[config.mk]
export PLATFORM = sky130hd
export DESIGN_NAME = weight_fetch_sequencer_flat
export DESIGN_NICKNAME = d
export VERILOG_FILES = /design/src/rtl/weight_fetch_sequencer_if.sv /design/src/rtl/weight_fetch_sequencer.sv /design/src/flat_wrapper.sv
export SDC_FILE = /design/constraint.sdc
export NUM_CORES = 1
export LEC_CHECK = 0
export ABC_CLOCK_PERIOD_IN_PS = 6000
export BUFFER_PORTS_ARGS = -buffer_cell sky130_fd_sc_hd__clkbuf_2
export CORE_UTILIZATION = 53
export DETAILED_ROUTE_END_ITERATION = 16
export PLACE_DENSITY_LB_ADDON = 0.2
export SYNTH_ARGS = -nofsm -noshare
export SYNTH_HDL_FRONTEND = slang
export SYNTH_SLANG_ARGS = --single-unit
[constraint.sdc]
create_clock -name clk -period 6 [get_ports clk]
set_input_delay 1.2 -clock clk [delete_from_list [all_inputs] [get_ports clk]]
set_output_delay 1.2 -clock clk [all_outputs]
set_load 0.005 [all_outputs]
[src/rtl/weight_fetch_sequencer_if.sv]
// ---------------------------------------------------------------------------
// weight_fetch_sequencer_if
// Bundles the two buses of the weight fetch sequencer:
//   ROM side   : rom_en / rom_addr out, rom_data back (1-cycle sync read)
//   Stream side: w_data / w_valid / w_last / w_pass_last out, w_ready back
// master = the sequencer; slave = the ROM plus the PE-array consumer.
// ---------------------------------------------------------------------------
interface weight_fetch_sequencer_if #(
    parameter int ADDR_WIDTH = 8,
    parameter int DATA_WIDTH = 32
);
    logic                  rom_en;
    logic [ADDR_WIDTH-1:0] rom_addr;
    logic [DATA_WIDTH-1:0] rom_data;
    logic [DATA_WIDTH-1:0] w_data;
    logic                  w_valid;
    logic                  w_ready;
    logic                  w_last;
    logic                  w_pass_last;

    modport master (
        output rom_en, rom_addr, w_data, w_valid, w_last, w_pass_last,
        input  rom_data, w_ready
    );

    modport slave (
        input  rom_en, rom_addr, w_data, w_valid, w_last, w_pass_last,
        output rom_data, w_ready
    );
endinterface

[src/rtl/weight_fetch_sequencer.sv]
// ---------------------------------------------------------------------------
// weight_fetch_sequencer
// Reads `passes` sweeps of `length` consecutive words starting at `base_addr`
// from a synchronous weight ROM and streams them to the PE array through a
// 4-entry FIFO. Reads are only issued while FIFO occupancy plus the read in
// flight leaves room, so the FIFO can never overflow under backpressure.
// Ports:
//   clk, rst           clock, asynchronous active-high reset
//   i_start, i_abort   job request (IDLE only) / synchronous cancel
//   i_base_addr, i_length, i_passes   job parameters, latched on start
//   o_busy, o_done     job active / 1-cycle normal-completion pulse
//   wf (master)        ROM read port and weight output stream
// ---------------------------------------------------------------------------
module weight_fetch_sequencer #(
    parameter int ADDR_WIDTH = 8,
    parameter int DATA_WIDTH = 32,
    parameter int PASS_WIDTH = 8
) (
    input  logic                  clk,
    input  logic                  rst,
    input  logic                  i_start,
    input  logic                  i_abort,
    input  logic [ADDR_WIDTH-1:0] i_base_addr,
    input  logic [ADDR_WIDTH-1:0] i_length,
    input  logic [PASS_WIDTH-1:0] i_passes,
    output logic                  o_busy,
    output logic                  o_done,
    weight_fetch_sequencer_if.master wf
);
    typedef enum logic [1:0] {S_IDLE, S_FETCH, S_DRAIN} state_t;

    state_t                r_state, w_state_next;
    logic [ADDR_WIDTH-1:0] r_base, r_length, r_offset;
    logic [PASS_WIDTH-1:0] r_passes, r_pass;
    logic                  r_done, w_done_next;
    logic                  r_pend_valid, r_pend_last, r_pend_pass_last;
    logic [1:0]            r_wr_ptr, r_rd_ptr;
    logic [2:0]            r_count;

    logic                  w_issue, w_push, w_pop, w_final_pop;
    logic                  w_credit_ok, w_offset_end, w_pass_end, w_zero_job, w_accept;
    logic [DATA_WIDTH-1:0] w_entry_data [4];
    logic [3:0]            w_entry_last, w_entry_pass_last;

    assign w_offset_end = (r_offset == r_length - 1'b1);
    assign w_pass_end   = (r_pass == r_passes - 1'b1);
    assign w_zero_job   = (i_length == '0) || (i_passes == '0);
    assign w_accept     = (r_state == S_IDLE) && i_start && !i_abort;
    // The single pending read is the only data not yet in the FIFO, so the
    // credit check is occupancy plus that read against the FIFO depth.
    assign w_credit_ok  = (r_count + 3'(r_pend_valid)) < 3'd4;
    assign w_push       = r_pend_valid;
    assign w_pop        = wf.w_valid && wf.w_ready;
    assign w_final_pop  = w_pop && w_entry_last[r_rd_ptr] && w_entry_pass_last[r_rd_ptr];

    // ---------------- FSM ----------------
    always_ff @(posedge clk or posedge rst) begin
        if (rst) begin
            r_state <= S_IDLE;
            r_done  <= 1'b0;
        end else begin
            r_state <= w_state_next;
            r_done  <= w_done_next;
        end
    end

    always_comb begin
        w_state_next = r_state;
        w_issue      = 1'b0;
        w_done_next  = 1'b0;
        case (r_state)
            S_IDLE: begin
                if (i_start) begin
                    if (w_zero_job) w_done_next  = 1'b1;
                    else            w_state_next = S_FETCH;
                end
            end
            S_FETCH: begin
                w_issue = w_credit_ok;
                if (w_issue && w_offset_end && w_pass_end) w_state_next = S_DRAIN;
            end
            S_DRAIN: begin
                if (w_final_pop) begin
                    w_state_next = S_IDLE;
                    w_done_next  = 1'b1;
                end
            end
            default: w_state_next = S_IDLE;
        endcase
        // Abort wins over everything, including a start in the same cycle.
        if (i_abort) begin
            w_state_next = S_IDLE;
            w_issue      = 1'b0;
            w_done_next  = 1'b0;
        end
    end

    // ---------------- job registers and address counters ----------------
    always_ff @(posedge clk or posedge rst) begin
        if (rst) begin
            r_base   <= '0;
            r_length <= '0;
            r_passes <= '0;
            r_offset <= '0;
            r_pass   <= '0;
        end else if (w_accept) begin
            r_base   <= i_base_addr;
            r_length <= i_length;
            r_passes <= i_passes;
            r_offset <= '0;
            r_pass   <= '0;
        end else if (w_issue) begin
            if (w_offset_end) begin
                r_offset <= '0;
                r_pass   <= r_pass + 1'b1;
            end else begin
                r_offset <= r_offset + 1'b1;
            end
        end
    end

    // Tags for the read in flight; the ROM word joins them next cycle.
    always_ff @(posedge clk or posedge rst) begin
        if (rst) begin
            r_pend_valid     <= 1'b0;
            r_pend_last      <= 1'b0;
            r_pend_pass_last <= 1'b0;
        end else begin
            r_pend_valid     <= w_issue;
            r_pend_last      <= w_offset_end;
            r_pend_pass_last <= w_pass_end;
        end
    end

    // ---------------- 4-entry output FIFO ----------------
    genvar gi;
    generate
        for (gi = 0; gi < 4; gi++) begin : g_entry
            logic [DATA_WIDTH-1:0] r_data;
            logic                  r_last, r_pass_last;
            always_ff @(posedge clk or posedge rst) begin
                if (rst) begin
                    r_data      <= '0;
                    r_last      <= 1'b0;
                    r_pass_last <= 1'b0;
                end else if (w_push && (r_wr_ptr == 2'(gi))) begin
                    r_data      <= wf.rom_data;
                    r_last      <= r_pend_last;
                    r_pass_last <= r_pend_pass_last;
                end
            end
            assign w_entry_data[gi]      = r_data;
            assign w_entry_last[gi]      = r_last;
            assign w_entry_pass_last[gi] = r_pass_last;
        end
    endgenerate

    // On abort the pending read's data is dropped because the count and
    // pointers are cleared in the same cycle it would have been pushed.
    always_ff @(posedge clk or posedge rst) begin
        if (rst) begin
            r_wr_ptr <= '0;
            r_rd_ptr <= '0;
            r_count  <= '0;
        end else if (i_abort) begin
            r_wr_ptr <= '0;
            r_rd_ptr <= '0;
            r_count  <= '0;
        end else begin
            if (w_push) r_wr_ptr <= r_wr_ptr + 1'b1;
            if (w_pop)  r_rd_ptr <= r_rd_ptr + 1'b1;
            case ({w_push, w_pop})
                2'b10:   r_count <= r_count + 1'b1;
                2'b01:   r_count <= r_count - 1'b1;
                default: r_count <= r_count;
            endcase
        end
    end

    // ---------------- outputs ----------------
    assign o_busy         = (r_state != S_IDLE);
    assign o_done         = r_done;
    assign wf.rom_en      = w_issue;
    assign wf.rom_addr    = r_base + r_offset;   // wraps modulo 2^ADDR_WIDTH
    assign wf.w_valid     = (r_count != 3'd0);
    assign wf.w_data      = w_entry_data[r_rd_ptr];
    assign wf.w_last      = w_entry_last[r_rd_ptr];
    assign wf.w_pass_last = w_entry_pass_last[r_rd_ptr];
endmodule
[src/flat_wrapper.sv]
// flat-port wrapper written by rule: the top's interface ports become plain ports
module weight_fetch_sequencer_flat 
#(
    parameter int ADDR_WIDTH = 8,
    parameter int DATA_WIDTH = 32,
    parameter int PASS_WIDTH = 8
)
  (clk, rst, i_start, i_abort, i_base_addr, i_length, i_passes, o_busy, o_done, wf_rom_en, wf_rom_addr, wf_w_data, wf_w_valid, wf_w_last, wf_w_pass_last, wf_rom_data, wf_w_ready);
  weight_fetch_sequencer_if #(.ADDR_WIDTH(ADDR_WIDTH), .DATA_WIDTH(DATA_WIDTH)) wf_i ();
  input  logic clk;
  input  logic rst;
  input  logic i_start;
  input  logic i_abort;
  input  logic [ADDR_WIDTH-1:0] i_base_addr;
  input  logic [ADDR_WIDTH-1:0] i_length;
  input  logic [PASS_WIDTH-1:0] i_passes;
  output logic o_busy;
  output logic o_done;
  output wire logic [$bits(wf_i.rom_en)-1:0] wf_rom_en;
  output wire logic [$bits(wf_i.rom_addr)-1:0] wf_rom_addr;
  output wire logic [$bits(wf_i.w_data)-1:0] wf_w_data;
  output wire logic [$bits(wf_i.w_valid)-1:0] wf_w_valid;
  output wire logic [$bits(wf_i.w_last)-1:0] wf_w_last;
  output wire logic [$bits(wf_i.w_pass_last)-1:0] wf_w_pass_last;
  input wire logic [$bits(wf_i.rom_data)-1:0] wf_rom_data;
  input wire logic [$bits(wf_i.w_ready)-1:0] wf_w_ready;
  assign wf_rom_en = wf_i.rom_en;
  assign wf_rom_addr = wf_i.rom_addr;
  assign wf_w_data = wf_i.w_data;
  assign wf_w_valid = wf_i.w_valid;
  assign wf_w_last = wf_i.w_last;
  assign wf_w_pass_last = wf_i.w_pass_last;
  assign wf_i.rom_data = wf_rom_data;
  assign wf_i.w_ready = wf_w_ready;
  weight_fetch_sequencer #(.ADDR_WIDTH(ADDR_WIDTH), .DATA_WIDTH(DATA_WIDTH), .PASS_WIDTH(PASS_WIDTH)) u_core (.clk(clk), .rst(rst), .i_start(i_start), .i_abort(i_abort), .i_base_addr(i_base_addr), .i_length(i_length), .i_passes(i_passes), .o_busy(o_busy), .o_done(o_done), .wf(wf_i));
endmodule
Word-level counts from Yosys, hierarchy flattened. Cells that the tools add are included.

Add/sub/neg operators: 10. Multipliers: 0. Div/mod/pow operators: 0. $lt $le $gt $ge: 3. Equal/unequal tests: 13. Shifts and indexed selects: 0. Mux-type cells: 32. Bitwise gates (word level): 1. Reductions and logical operators: 26.

Operators with widths (number): binary-select mux 32 bit (select 2 bit) (1); 2-to-1 mux 32 bit (2); 2-to-1 mux 8 bit (6); 2-to-1 mux 2 bit (9); adder 8 x 1 -> 8 bit, second input constant (2); equality test 8 bit (2); zero test 8 bit (2); subtractor 8 x 1 -> 8 bit, second input constant (2); logical AND 1 bit (11); nonzero test 2 bit (5); adder 8 bit (1); equality test 2 bit, second input constant (4); 2-to-1 mux 1 bit (8); equality test 2 x 1 -> 1 bit, second input constant (3); inequality test 3 x 2 -> 1 bit, second input constant (2); inequality test 3 bit, second input constant (2); one-hot mux 2 bit (3 select lines) (1); one-hot mux 3 bit (2 select lines) (1); nonzero test 3 bit (2); adder 2 x 1 -> 2 bit, second input constant (2); binary-select mux 1 bit (select 2 bit) (2); zero test 2 bit (2); AND reduction 4 bit (1); adder 3 x 1 -> 3 bit (1); 11 further kinds (11).

Flip-flop bits (word level): 189. Bits in latches: 0. RAM bits: 0. ROM bits: 0. Memories kept: 0.

Longest topological paths before layout. Gate-level depths: netlist of the first run.

Word-level depth: 7. Gate-level depth with buffers: 10. Mapped depth without buffers: 9.

Worst setup path after synthesis of the first run. No wires, ideal clock.

Path type: input-to-output. Start: input port i_abort. End: output port wf_rom_en. Arrival time: 1.997 ns. Data required time: 4.800 ns. Setup slack: 2.803 ns. Stages on the path: 5. Path buffers: 1. Path through: clkbuf_1 > nor2_1 > nand2_1 > or2_2 > inv_1.

Longest elaborated chain between the ends: 1.

RTL lines: from (decl) (line flat_wrapper.sv:13) `input logic i_abort;`; 2-to-1 mux 1 bit (line weight_fetch_sequencer.sv:91) `if (i_abort) begin`; to (decl) (line flat_wrapper.sv:19) `output wire logic [$bits(wf_i.rom_en)-1:0] wf_rom_en;`.

No other way between the ends.

Final worst setup path of the first run.
Start: register u_core.r_offset[1]. End: output port wf_rom_addr[7].

Longest elaborated chain between the ends: 1.

RTL lines: from (decl) (line weight_fetch_sequencer.sv:33) `logic [ADDR_WIDTH-1:0] r_base, r_length, r_offset;`; from (signal assigned) (line weight_fetch_sequencer.sv:117) `r_offset <= r_offset + 1'b1;`; adder 8 bit (line weight_fetch_sequencer.sv:184) `assign wf.rom_addr = r_base + r_offset;`; to (decl) (line flat_wrapper.sv:20) `output wire logic [$bits(wf_i.rom_addr)-1:0] wf_rom_addr;`.

No other way between the ends.

==> results.md, run 1 <==
- MaxCap Viol Count: 0
- Global-route met1 utilization: 0.301
- Internal power: 2.96 mW
- Startpoint-to-endpoint class of the critical path: flip-flop to primary output
- Busiest metal layer after global routing: met2
- Wire length of the first global-routing pass: 31200 um
- Post-route DRC: 0
- Clock latency on the worst-skew pair: 0.44 ns
- Detail Route Antenna Nets: 0
- Tightest Pin Transition: 1.02 ns
- Initial antenna violation count: 0
- CP Data Required Time: 4.80 ns
- Number of enable-type register cells in the synthesized netlist: 0
- Cell area after layout: 10400 um2
- Sequential share of power: 0.432
- Clock transition at the registers of the reported paths: 0.07 ns
- Reported leakage power: 4.61 nW
- Count of endpoints failing hold in the final timing report: 0
- Number of port buffers: 106
- Die Y: 133 um
- Total Nets Final: 882
- Deepest clock path buffer count: 2
- Post-CTS Hold Fix Bufs: 0
- CP arrival: 2.47 ns
- Ant. Diodes: 0
- Number of gates resized after CTS: 0
- Maximum level of the CTS H-tree: 4
- Placed wire-length estimate after detailed placement: 12000 um
- Full die area: 17600 um2
- Most frequent cells in the layout: sky130_fd_sc_hd__dfrtp_1 (187), sky130_fd_sc_hd__mux2_2 (136), sky130_fd_sc_hd__clkbuf_2 (106)
- Global-route track usage on met3: 0.0467
- Max_slew headroom: 0.315
- Switching component of the power: 1.28 mW
- Clock tree from TritonCTS: done
- Final number of max-transition violations: 0
- DP Area: 9790 um2
- Largest net degree at the start of global routing: 190
- Element type at the critical path end: primary output
- Max VDD drop: 0.240 mV
- Total length of routed wires: 18600 um
- Core box area: 16600 um2
- Fin crit period: 3.67 ns
- Routed vias: 5904
- Number of failing setup endpoints in the final timing report: 0
- Cell Rows: 47
- Share of the clock period used by the worst path after layout: 0.612
- Avg Cell Area, Syn: 12.7 um2
- TNS Setup: 0 ns
- Number of detailed-routing iterations run before antenna repair: 4
- Grt ovf: 0
- Switching power share of the total: 0.302
- Total power per unit cell area: 408 nW/um2
- Buffers inserted by post-CTS timing repair: 0
- Fraction of power consumed by combinational cells: 0.303
- Detailed Route Iter0 Violations: 285
- Setup crit start kind: flip-flop
- Top flip-flop cell by instance count after synthesis: sky130_fd_sc_hd__dfrtp_1
- Weighted congestion reported at the end of routability-driven placement: 0.847
- Worst hold-check path type: flip-flop to flip-flop
- Count of yosys warnings during synthesis: 0
- CTS Root Buffer Type: sky130_fd_sc_hd__clkbuf_16
- Clock skew after layout: 0.00930 ns
- Overall track demand over capacity in global routing: 0.229
- Average wire length per cell after detail routing: 17.9 um
- Number of global-route vias before repair: 6146
- Average via count per standard cell: 5.69
- Most common cell after layout, fill and taps aside: sky130_fd_sc_hd__dfrtp_1
- Number of instances in the synthesized netlist: 714
- Starting Density: 0.545
- FF+latch count, synth: 189
- Status: complete, no violations
- Async SR Flop Fraction: 1.00
- Sink Count: 189
- Total nets after synthesis: 792
- Fraction of final layout cells sized beyond drive strength 1: 0.406
- Number of CTS-inserted buffers: 17
- Chip Width: 133 um
- Synthesized area: 9070 um2
- Number of top-level pins: 107
- Clock share of power: 0.265
- Achievable frequency: 272 MHz
- Distinct cell type count after synthesis: 49
- Part of the Yosys area used for sequential elements: 0.521
- RSZ-0062 raised after global routing: no
- Area Growth Syn to Fin: 14.4%
- Met2 Track Usage GR: 0.379
- Max FO, Critical Path: 6
area by class of cell:
class,instances,area [um2]
clock buffers,18,439
repair buffers,110,573
clock inverters,14,148
flip-flops and latches,189,4730
well taps,220,275
inverters,15,60.1
multi-input cells,471,4150
fillers,1317,6270
logic make-up after synthesis:
kind of cell / after synthesis / synth area share
buffers and inverters: 54 / 0.0233
flip-flops: 189 / 0.521
AO/OA/AOI/OAI: 58 / 0.0421
AND/OR/NAND/NOR: 186 / 0.0956
XOR/XNOR: 35 / 0.0338
adder cells (fa/ha/maj): 17 / 0.0251
multiplexers: 175 / 0.259
sequential cells by signal (all words and copies together) (netlist names):
register,flops
u_core.r_pend_valid,1
u_core.r_base,8
u_core.r_count,3
u_core.r_pend_last,1
u_core.r_offset,8
u_core.r_pass,8
u_core.r_length,8
u_core.g_entry.r_pass_last,4
u_core.o_done,1
u_core.r_pend_pass_last,1
u_core.r_wr_ptr,2
u_core.r_rd_ptr,2
u_core.g_entry.r_last,4
u_core.r_passes,8
u_core.g_entry.r_data,128
u_core.r_state,2
worst paths after layout:
path | from | end | slack, ns | depth (start not counted)
worst max-delay path | u_core.r_offset[1]$_DFFE_PP0P_ | wf_rom_addr[7] | 2.33 | 8
worst min-delay path | u_core.r_base[4]$_DFFE_PP0P_ | u_core.r_base[4]$_DFFE_PP0P_ | 0.49 | 2
worst max register to register | u_core.r_length[2]$_DFFE_PP0P_ | u_core.r_offset[0]$_DFFE_PP0P_ | 2.99 | 7
worst min register to register | u_core.r_base[4]$_DFFE_PP0P_ | u_core.r_base[4]$_DFFE_PP0P_ | 0.49 | 2
max in group asynchronous | rst | u_core.r_rd_ptr[0]$_DFFE_PP0P_ | 4.20 | 3
min in group asynchronous | rst | u_core.g_entry[2].r_data[8]$_DFFE_PP0P_ | 1.01 | 3
layer usage:
layer  up-vias  part of all wire
met2       145              0.50
met1      3001              0.43
met3        18             0.047
met5         -                 0
li1       2740                 -
met4         0             0.015
cells in the mapped netlist, types with 2 or more instances:
cell type,count,area (um2)
sky130_fd_sc_hd__a211oi_1,3,22.5
sky130_fd_sc_hd__a21o_1,4,30.0
sky130_fd_sc_hd__a21oi_1,18,90.1
sky130_fd_sc_hd__a31oi_1,2,12.5
sky130_fd_sc_hd__and2_1,2,12.5
sky130_fd_sc_hd__buf_1,3,11.3
sky130_fd_sc_hd__clkbuf_1,34,128
sky130_fd_sc_hd__dfrtp_1,189,4730
sky130_fd_sc_hd__fa_1,2,40.0
sky130_fd_sc_hd__ha_1,15,188
sky130_fd_sc_hd__inv_1,15,56.3
sky130_fd_sc_hd__mux2_2,136,1530
sky130_fd_sc_hd__mux2i_1,5,50.1
sky130_fd_sc_hd__mux4_2,34,766
sky130_fd_sc_hd__nand2_1,93,349
sky130_fd_sc_hd__nand2b_1,4,25.0
sky130_fd_sc_hd__nand3_1,14,70.1
sky130_fd_sc_hd__nand3b_1,2,15.0
sky130_fd_sc_hd__nand4b_1,2,17.5
sky130_fd_sc_hd__nor2_1,22,82.6
sky130_fd_sc_hd__nor2b_1,2,12.5
sky130_fd_sc_hd__nor3_1,13,65.1
sky130_fd_sc_hd__nor3b_1,2,15.0
sky130_fd_sc_hd__nor4_1,8,50.1
sky130_fd_sc_hd__o21a_1,3,22.5
sky130_fd_sc_hd__o21ai_0,11,55.1
sky130_fd_sc_hd__o22ai_1,3,18.8
sky130_fd_sc_hd__o31ai_1,4,30.0
sky130_fd_sc_hd__or2_2,9,56.3
sky130_fd_sc_hd__or3_1,6,37.5
sky130_fd_sc_hd__or4_1,3,22.5
sky130_fd_sc_hd__xnor2_1,27,236
sky130_fd_sc_hd__xor2_1,8,70.1
per-stage QoR:
step / utilization / total power [mW] / instances / setup slack, ns / hold slack, ns
2_1_floorplan: - / 2.69 / 714 / 2.37 / 0.450
3_3_place_gp: 0.588 / 3.07 / 1005 / 2.39 / 0.470
3_5_place_dp: 0.588 / 3.15 / 1005 / 2.36 / 0.474
4_1_cts: 0.623 / 4.29 / 1037 / 2.29 / 0.492
5_1_grt: 0.623 / 4.48 / 1037 / 2.17 / 0.519
6_report: 0.623 / 4.23 / 1037 / 2.33 / 0.489
worst max-delay path: stages (launching register included):
cell and delay, ns:
sky130_fd_sc_hd__dfrtp_1 0.46, sky130_fd_sc_hd__ha_1 0.31, sky130_fd_sc_hd__a21o_1 0.17, sky130_fd_sc_hd__a21oi_1 0.21, sky130_fd_sc_hd__nor2b_1 0.07, sky130_fd_sc_hd__o21a_1 0.18, sky130_fd_sc_hd__o41ai_1 0.32, sky130_fd_sc_hd__xnor2_1 0.16
sky130_fd_sc_hd__clkbuf_2 0.13
power by group through the flow:
stage | Sequential (mW) | Clock (mW) | Combinational [mW]
floorplan | 1.75 | 0 | 0.940
global placement | 1.81 | 0 | 1.26
detailed placement | 1.85 | 0 | 1.30
CTS | 1.83 | 1.15 | 1.31
global route | 1.87 | 1.19 | 1.41
finish | 1.83 | 1.12 | 1.28
Note: power is estimated with default switching activity, not from simulation.
==> run 2: changes to the inputs <==
Settings changed: ABC_CLOCK_PERIOD_IN_PS 6000 to 3050.
Clock period 6 ns to 3.05 ns, I/O delays scaled along.
==> results.md, run 2 (synthesis gave the netlist of run 1 again) <==
- Maximum level of the CTS H-tree: 4 (unchanged)
- Final number of max-transition violations: 0 (unchanged)
- Initial antenna violation count: 0 (unchanged)
- Reported leakage power: 4.72 nW (was 4.61 nW)
- Number of failing setup endpoints in the final timing report: 0 (unchanged)
- Deepest clock path buffer count: 2 (unchanged)
- Sink Count: 189 (unchanged)
- Fin cells: 1053 (was 1037)
- Total Nets Final: 899 (was 882)
- Clock tree from TritonCTS: done (unchanged)
- Clock transition at the registers of the reported paths: 0.07 ns (about the same)
- Placed wire-length estimate after detailed placement: 13400 um (was 12000 um)
- CTS Root Buffer Type: sky130_fd_sc_hd__clkbuf_16 (unchanged)
- Starting Density: 0.545 (unchanged)
- MaxCap Viol Count: 0 (unchanged)
- CP arrival: 2.36 ns (was 2.47 ns)
- CP Data Required Time: 2.44 ns (was 4.80 ns)
- Number of placed instances with taps included: 1017 (was 1005)
- Met3 WL post-DR: 910 um (was 876 um)
- Routed vias: 6092 (was 5904)
- Status: complete, no violations (unchanged)
- Number of detailed-routing iterations run before antenna repair: 4 (unchanged)
- Multi-input combinational cell area: 4160 um2 (was 4150 um2)
- Number of global-route vias before repair: 6404 (was 6146)
- Worst flop-to-flop path endpoint: u_core.r_offset[0]$_DFFE_PP0P_ (unchanged)
- Max FO, Critical Path: 3 (was 6)
- Reg2Reg Setup Slack: 0.28 ns (was 2.99 ns)
- Area Growth Syn to Fin: 16.4% (was 14.4%)
- Total length of routed wires: 19700 um (was 18600 um)
- Die Y: 133 um (unchanged)
- Ant. Diodes: 0 (unchanged)
- Clock latency on the worst-skew pair: 0.43 ns (was 0.44 ns)
- Max VDD drop: 0.461 mV (was 0.240 mV)
- Number of top-level pins: 107 (unchanged)
- Grt ovf: 0 (unchanged)
- FF-to-FF Start: u_core.r_length[2]$_DFFE_PP0P_ (unchanged)
- Share of the clock period used by the worst path after layout: 0.975
- Number of CTS-inserted buffers: 17 (unchanged)
- Top layer used by detailed routing: met4 (unchanged)
- Most common cell after layout, fill and taps aside: sky130_fd_sc_hd__dfrtp_1 (unchanged)
- Met1 wire length: 8410 um (was 8070 um)
- Most frequent cells in the layout: sky130_fd_sc_hd__dfrtp_1 (184), sky130_fd_sc_hd__mux2_2 (136), sky130_fd_sc_hd__clkbuf_2 (106) (was sky130_fd_sc_hd__dfrtp_1 (187), sky130_fd_sc_hd__mux2_2 (136), sky130_fd_sc_hd__clkbuf_2 (106))
- Tightest Pin Transition: 0.708 ns (was 1.02 ns)
- Average via count per standard cell: 5.79 (was 5.69)
- Number of port buffers: 106 (unchanged)
- Overall track demand over capacity in global routing: 0.237 (was 0.229)
- Core box area: 16600 um2 (unchanged)
- Clock skew after layout: 0.00615 ns (was 0.00930 ns)
- Worst hold-check path type: input port to async pin (was flip-flop to flip-flop)
- Biggest register: u_core.g_entry.r_data (unchanged)
- Cell area after layout: 10600 um2 (was 10400 um2)
- Full die area: 17600 um2 (unchanged)
- Setup crit start kind: flip-flop (unchanged)
- Post-route DRC: 0 (unchanged)
- Fraction of final layout cells sized beyond drive strength 1: 0.426 (was 0.406)
- Startpoint-to-endpoint class of the critical path: flip-flop to primary output (unchanged)
- Layout fillers: 1256 (was 1317)
- Cell Rows: 47 (unchanged)
- Largest net degree at the start of global routing: 60 (was 190)
- DP Area: 9880 um2 (was 9790 um2)
- Weighted congestion reported at the end of routability-driven placement: 0.855 (was 0.847)
- Detailed Route Iter0 Violations: 308 (was 285)
- Average wire length per cell after detail routing: 18.7 um (was 17.9 um)
- Element type at the critical path end: primary output (unchanged)
- Detail Route Antenna Nets: 0 (unchanged)
- Chip Width: 133 um (unchanged)
- Achievable frequency: 336 MHz
- Total power consumption of the routed design: 8.57 mW (was 4.23 mW)
- Max reg flops: 128 (unchanged)
- Fin crit period: 2.97 ns
- Count of endpoints failing hold in the final timing report: 0 (unchanged)
- Utilization after layout: 0.634 (was 0.623)
- Wire length of the first global-routing pass: 32500 um (was 31200 um)
- Register cell area after layout: 4740 um2 (was 4730 um2)
- Post-CTS Hold Fix Bufs: 0 (unchanged)
- Max_slew headroom: 0.528 (was 0.315)
- Count of cells along the worst register-to-register path: 7 (unchanged)
- Met2 WL: 10000 um (was 9370 um)
- Total power per unit cell area: 812 nW/um2 (was 408 nW/um2)
==> run 2: how the worst max path moves through the flow <==
| stage | end | cells after the start | slack (ns) | from |
|---|---|---|---|---|
| global route | wf_rom_addr[7] | 8 | -0.04 | u_core.r_offset[1]$_DFFE_PP0P_ |
| global placement | u_core.r_offset[0]$_DFFE_PP0P_ | 7 | 0.43 | u_core.r_length[2]$_DFFE_PP0P_ |
| detailed placement | u_core.r_offset[0]$_DFFE_PP0P_ | 7 | 0.31 | u_core.r_length[2]$_DFFE_PP0P_ |
| CTS | wf_rom_addr[7] | 8 | 0.006 | u_core.r_offset[1]$_DFFE_PP0P_ |
| floorplan | u_core.g_entry[0].r_data[0]$_DFFE_PP0P_ | 1 | 0.006 | rst |
| finish | wf_rom_addr[7] | 8 | 0.08 | u_core.r_offset[1]$_DFFE_PP0P_ |
==> run 2: cell type report <==
| type | instances | area share |
|---|---|---|
| clock buffers | 20 | 0.0442 |
| clock inverters | 11 | 0.0147 |
| inverters | 15 | 0.00569 |
| multi-input cells | 471 | 0.394 |
| flip-flops and latches | 189 | 0.449 |
| well taps | 220 | 0.0261 |
| repair buffers | 127 | 0.0664 |
==> run 2: worst max-delay path, cell delays in order, from the launching register on <==
cell                       delay, ns
sky130_fd_sc_hd__dfrtp_2        0.43
sky130_fd_sc_hd__ha_1           0.30
sky130_fd_sc_hd__a21o_1         0.19
sky130_fd_sc_hd__a21oi_2        0.15
sky130_fd_sc_hd__nor2b_1        0.07
sky130_fd_sc_hd__o21a_1         0.19
sky130_fd_sc_hd__o41ai_2        0.33
sky130_fd_sc_hd__xnor2_1        0.15
sky130_fd_sc_hd__clkbuf_2       0.13
==> run 2: what timing repair did <==
action,in CTS,in global routing
gates cloned,0,0
pin swaps,0,2
buffers inserted,0,5
setup endpoints to repair,1,3
resized for setup,1,7
==> run 2: metal layers <==
layer  up-vias  global-route usage
li1       2767                   -
met3        26              0.0552
met4         0              0.0900
met2       147               0.394
met5         -                   0
met1      3152               0.303
==> run 2: power by group <==
part           switching (mW)  internal (mW)  leakage (nW)
combinational            1.07           1.54          2.12
sequential              0.465           3.16          2.29
clock                   0.964           1.37         0.309
==> run 2: per-stage QoR <==
| step | setup TNS (ns) | hold WS, ns | setup slack [ns] |
|---|---|---|---|
| after floorplan | 0 | 0.450 | 0.00553 |
| after CTS | 0 | 0.131 | 0.00632 |
| after detailed placement | 0 | 0.476 | 0.312 |
| final | 0 | 0.140 | 0.0757 |
| after global routing | -0.0407 | 0.148 | -0.0407 |
| after global placement | 0 | 0.476 | 0.434 |
==> run 3: changes to the inputs <==
Settings changed: PLACE_DENSITY set to 0.76, PLACE_DENSITY_LB_ADDON 0.2 to unset.
==> results.md, run 3 (synthesis gave the netlist of run 1 again) <==
- Cell chain of the critical path: ha_1 -> a21o_1 -> a21oi_2 -> nor2b_1 -> o21a_1 -> o41ai_2 -> xnor2_1 -> buf_2 (was ha_1 -> a21o_1 -> a21oi_2 -> nor2b_1 -> o21a_1 -> o41ai_2 -> xnor2_1 -> clkbuf_2)
- Post-route DRC: 0 (unchanged)
- Initial antenna violation count: 0 (unchanged)
- Setup crit start kind: flip-flop (unchanged)
- Fraction of power consumed by combinational cells: 0.318 (was 0.305)
- Max reg flops: 128 (unchanged)
- Worst slack at placement: 0.267 ns (was 0.312 ns)
- Clock share of power: 0.254 (was 0.272)
- FF-to-FF Start: u_core.r_length[2]$_DFFE_PP0P_ (unchanged)
- CP Data Required Time: 2.44 ns (about the same)
- Fin cells: 1044 (was 1053)
- Capturing element of the worst setup path: wf_rom_addr[7] (unchanged)
- Starting Density: 0.545 (unchanged)
- Fin crit period: 2.93 ns (was 2.97 ns)
- Switching component of the power: 2.55 mW (was 2.50 mW)
- Startpoint-to-endpoint class of the critical path: flip-flop to primary output (unchanged)
- Met1 wire length: 7950 um (was 8410 um)
- Worst flop-to-flop path endpoint: u_core.r_pass[6]$_DFFE_PP0P_ (was u_core.r_offset[0]$_DFFE_PP0P_)
- Detail Route Antenna Nets: 0 (unchanged)
- Total Nets Final: 891 (was 899)
- Max VDD drop: 0.480 mV (was 0.461 mV)
- Overall track demand over capacity in global routing: 0.234 (was 0.237)
- Biggest register: u_core.g_entry.r_data (unchanged)
- Most frequent cells in the layout: sky130_fd_sc_hd__dfrtp_1 (184), sky130_fd_sc_hd__mux2_2 (136), sky130_fd_sc_hd__clkbuf_2 (105) (was sky130_fd_sc_hd__dfrtp_1 (184), sky130_fd_sc_hd__mux2_2 (136), sky130_fd_sc_hd__clkbuf_2 (106))
- Cell family with the largest share of critical-path delay: compound AO/OA/AOI/OAI gates (unchanged)
- Placed wire-length estimate after detailed placement: 13100 um (was 13400 um)
- Total length of routed wires: 19600 um (was 19700 um)
- Total power per unit cell area: 799 nW/um2 (was 812 nW/um2)
- Maximum level of the CTS H-tree: 4 (unchanged)
- Internal power: 5.86 mW (was 6.07 mW)
- Clock transition at the registers of the reported paths: 0.07 ns (about the same)
- CTS Root Buffer Type: sky130_fd_sc_hd__clkbuf_16 (unchanged)
- Detailed Route Iter0 Violations: 316 (was 308)
- Critical path buffers and inverters: 1 (unchanged)
- Number of port buffers: 106 (unchanged)
- Average wire length per cell after detail routing: 18.7 um (about the same)
- MaxCap Viol Count: 0 (unchanged)
- Number of CTS-inserted buffers: 17 (unchanged)
- Met3 WL post-DR: 1000 um (was 910 um)
- Clock skew after layout: 0.00779 ns (was 0.00615 ns)
- Full die area: 17600 um2 (unchanged)
- Routed vias: 6019 (was 6092)
- Wire length of the first global-routing pass: 32300 um (was 32500 um)
- Grt ovf: 0 (unchanged)
- Most common cell after layout, fill and taps aside: sky130_fd_sc_hd__dfrtp_1 (unchanged)
- Reported leakage power: 4.66 nW (was 4.72 nW)
- Cell area after layout: 10500 um2 (was 10600 um2)
- Area Growth Syn to Fin: 16.0% (was 16.4%)
- Count of endpoints failing hold in the final timing report: 0 (unchanged)
- Ant. Diodes: 0 (unchanged)
- Achievable frequency: 341 MHz (was 336 MHz)
- Count of cells along the worst register-to-register path: 7 (unchanged)
- Fraction of final layout cells sized beyond drive strength 1: 0.421 (was 0.426)
- Final critical-path setup slack: 0.117 ns (was 0.0757 ns)
- Max FO, Critical Path: 4 (was 3)
- Number of top-level pins: 107 (unchanged)
- Number of placed instances with taps included: 1011 (was 1017)
- Worst hold-check path type: input port to async pin (unchanged)
- Switching power share of the total: 0.303 (was 0.292)
- Critical Path Max Stage Delay: 0.43 ns (about the same)
- Number of failing setup endpoints in the final timing report: 0 (unchanged)
- TNS Setup: 0 ns (unchanged)
- Die Y: 133 um (unchanged)
- Deepest clock path buffer count: 2 (unchanged)
- Status: complete, no violations (unchanged)
- Utilization after layout: 0.632 (was 0.634)
- Met2 WL: 10300 um (was 10000 um)
- Clock latency on the worst-skew pair: 0.42 ns (was 0.43 ns)
- Chip Width: 133 um (unchanged)
- Final number of max-transition violations: 0 (unchanged)
- Core box area: 16600 um2 (unchanged)
- CP arrival: 2.32 ns (was 2.36 ns)
- Sink Count: 189 (unchanged)
- Share of the clock period used by the worst path after layout: 0.962 (was 0.975)
- DP Area: 9880 um2 (about the same)
- Max_slew headroom: 0.329 (was 0.528)
- Number of global-route vias before repair: 6395 (was 6404)
- Critical path startpoint: u_core.r_offset[0]$_DFFE_PP0P_ (was u_core.r_offset[1]$_DFFE_PP0P_)
- Post-CTS Hold Fix Bufs: 0 (unchanged)
- Element type at the critical path end: primary output (unchanged)
- Average via count per standard cell: 5.77 (was 5.79)
- Sequential share of power: 0.428 (was 0.423)
- Cell Rows: 47 (unchanged)
- Top layer used by detailed routing: met4 (unchanged)
- RSZ-0062 raised after global routing: no
- Standard cell with the maximum stage delay on the critical path: sky130_fd_sc_hd__dfrtp_2 (unchanged)
- Largest net degree at the start of global routing: 158 (was 60)
- Clock tree from TritonCTS: done (unchanged)
- Weighted congestion reported at the end of routability-driven placement: 0.907 (was 0.855)
- Number of gates on the worst path with buffers counted: 8 (unchanged)
- Tightest Pin Transition: 1.00 ns (was 0.708 ns)
- Number of detailed-routing iterations run before antenna repair: 4 (unchanged)
- Reg2Reg Setup Slack: 0.26 ns (was 0.28 ns)
[run 3: per-stage QoR]
stage | hold WS [ns] | power (mW)
floorplan | 0.450 | 5.30
global placement | 0.465 | 6.07
detailed placement | 0.479 | 6.28
CTS | 0.317 | 8.43
global route | 0.351 | 8.87
finish | 0.311 | 8.41
[run 3: cell type report]
| class | instances | area (um2) |
|---|---|---|
| clock inverters | 12 | 128 |
| multi-input cells | 471 | 4200 |
| fillers | 1248 | 6120 |
| well taps | 220 | 275 |
| clock buffers | 18 | 439 |
| inverters | 15 | 60.1 |
| flip-flops and latches | 189 | 4740 |
| repair buffers | 119 | 691 |
[run 3: how the worst min path moves through the flow]
stage | start | to | slack [ns] | cells after the start
global route | rst | u_core.g_entry[0].r_data[23]$_DFFE_PP0P_ | 0.35 | 3
detailed placement | u_core.r_base[3]$_DFFE_PP0P_ | u_core.r_base[3]$_DFFE_PP0P_ | 0.48 | 2
CTS | rst | u_core.g_entry[1].r_data[23]$_DFFE_PP0P_ | 0.32 | 3
global placement | u_core.r_base[6]$_DFFE_PP0P_ | u_core.r_base[6]$_DFFE_PP0P_ | 0.46 | 2
floorplan | u_core.r_base[0]$_DFFE_PP0P_ | u_core.r_base[0]$_DFFE_PP0P_ | 0.45 | 2
finish | rst | u_core.g_entry[2].r_data[25]$_DFFE_PP0P_ | 0.31 | 3
[run 3: metal layers]
metal	vias to the layer above	global-route usage
li1	2742	-
met1	3110	0.284
met2	147	0.411
met3	20	0.0609
met4	0	0.0670
met5	-	0
[run 3: worst register-to-register path, stage by stage (launching register included)]
cell,delay (ns)
sky130_fd_sc_hd__dfrtp_1,0.44
sky130_fd_sc_hd__or4_4,0.59
sky130_fd_sc_hd__or3_1,0.39
sky130_fd_sc_hd__a211oi_2,0.32
sky130_fd_sc_hd__o211ai_4,0.19
sky130_fd_sc_hd__buf_4,0.23
sky130_fd_sc_hd__nor4_1,0.34
sky130_fd_sc_hd__mux2i_1,0.22
[run 3: repair_timing]
| item | 4_1_cts | 5_1_grt |
|---|---|---|
| pin swaps | 0 | 5 |
| buffers inserted | 0 | 3 |
| setup endpoints to repair | 1 | 3 |
| gates resized for setup | 1 | 10 |
[run 3: power by group through the flow]
stage	clock (mW)	sequential [mW]	combinational, mW
floorplan	0	3.45	1.85
global placement	0	3.55	2.52
detailed placement	0	3.64	2.64
CTS	2.17	3.60	2.66
global route	2.27	3.68	2.92
finish	2.14	3.60	2.67
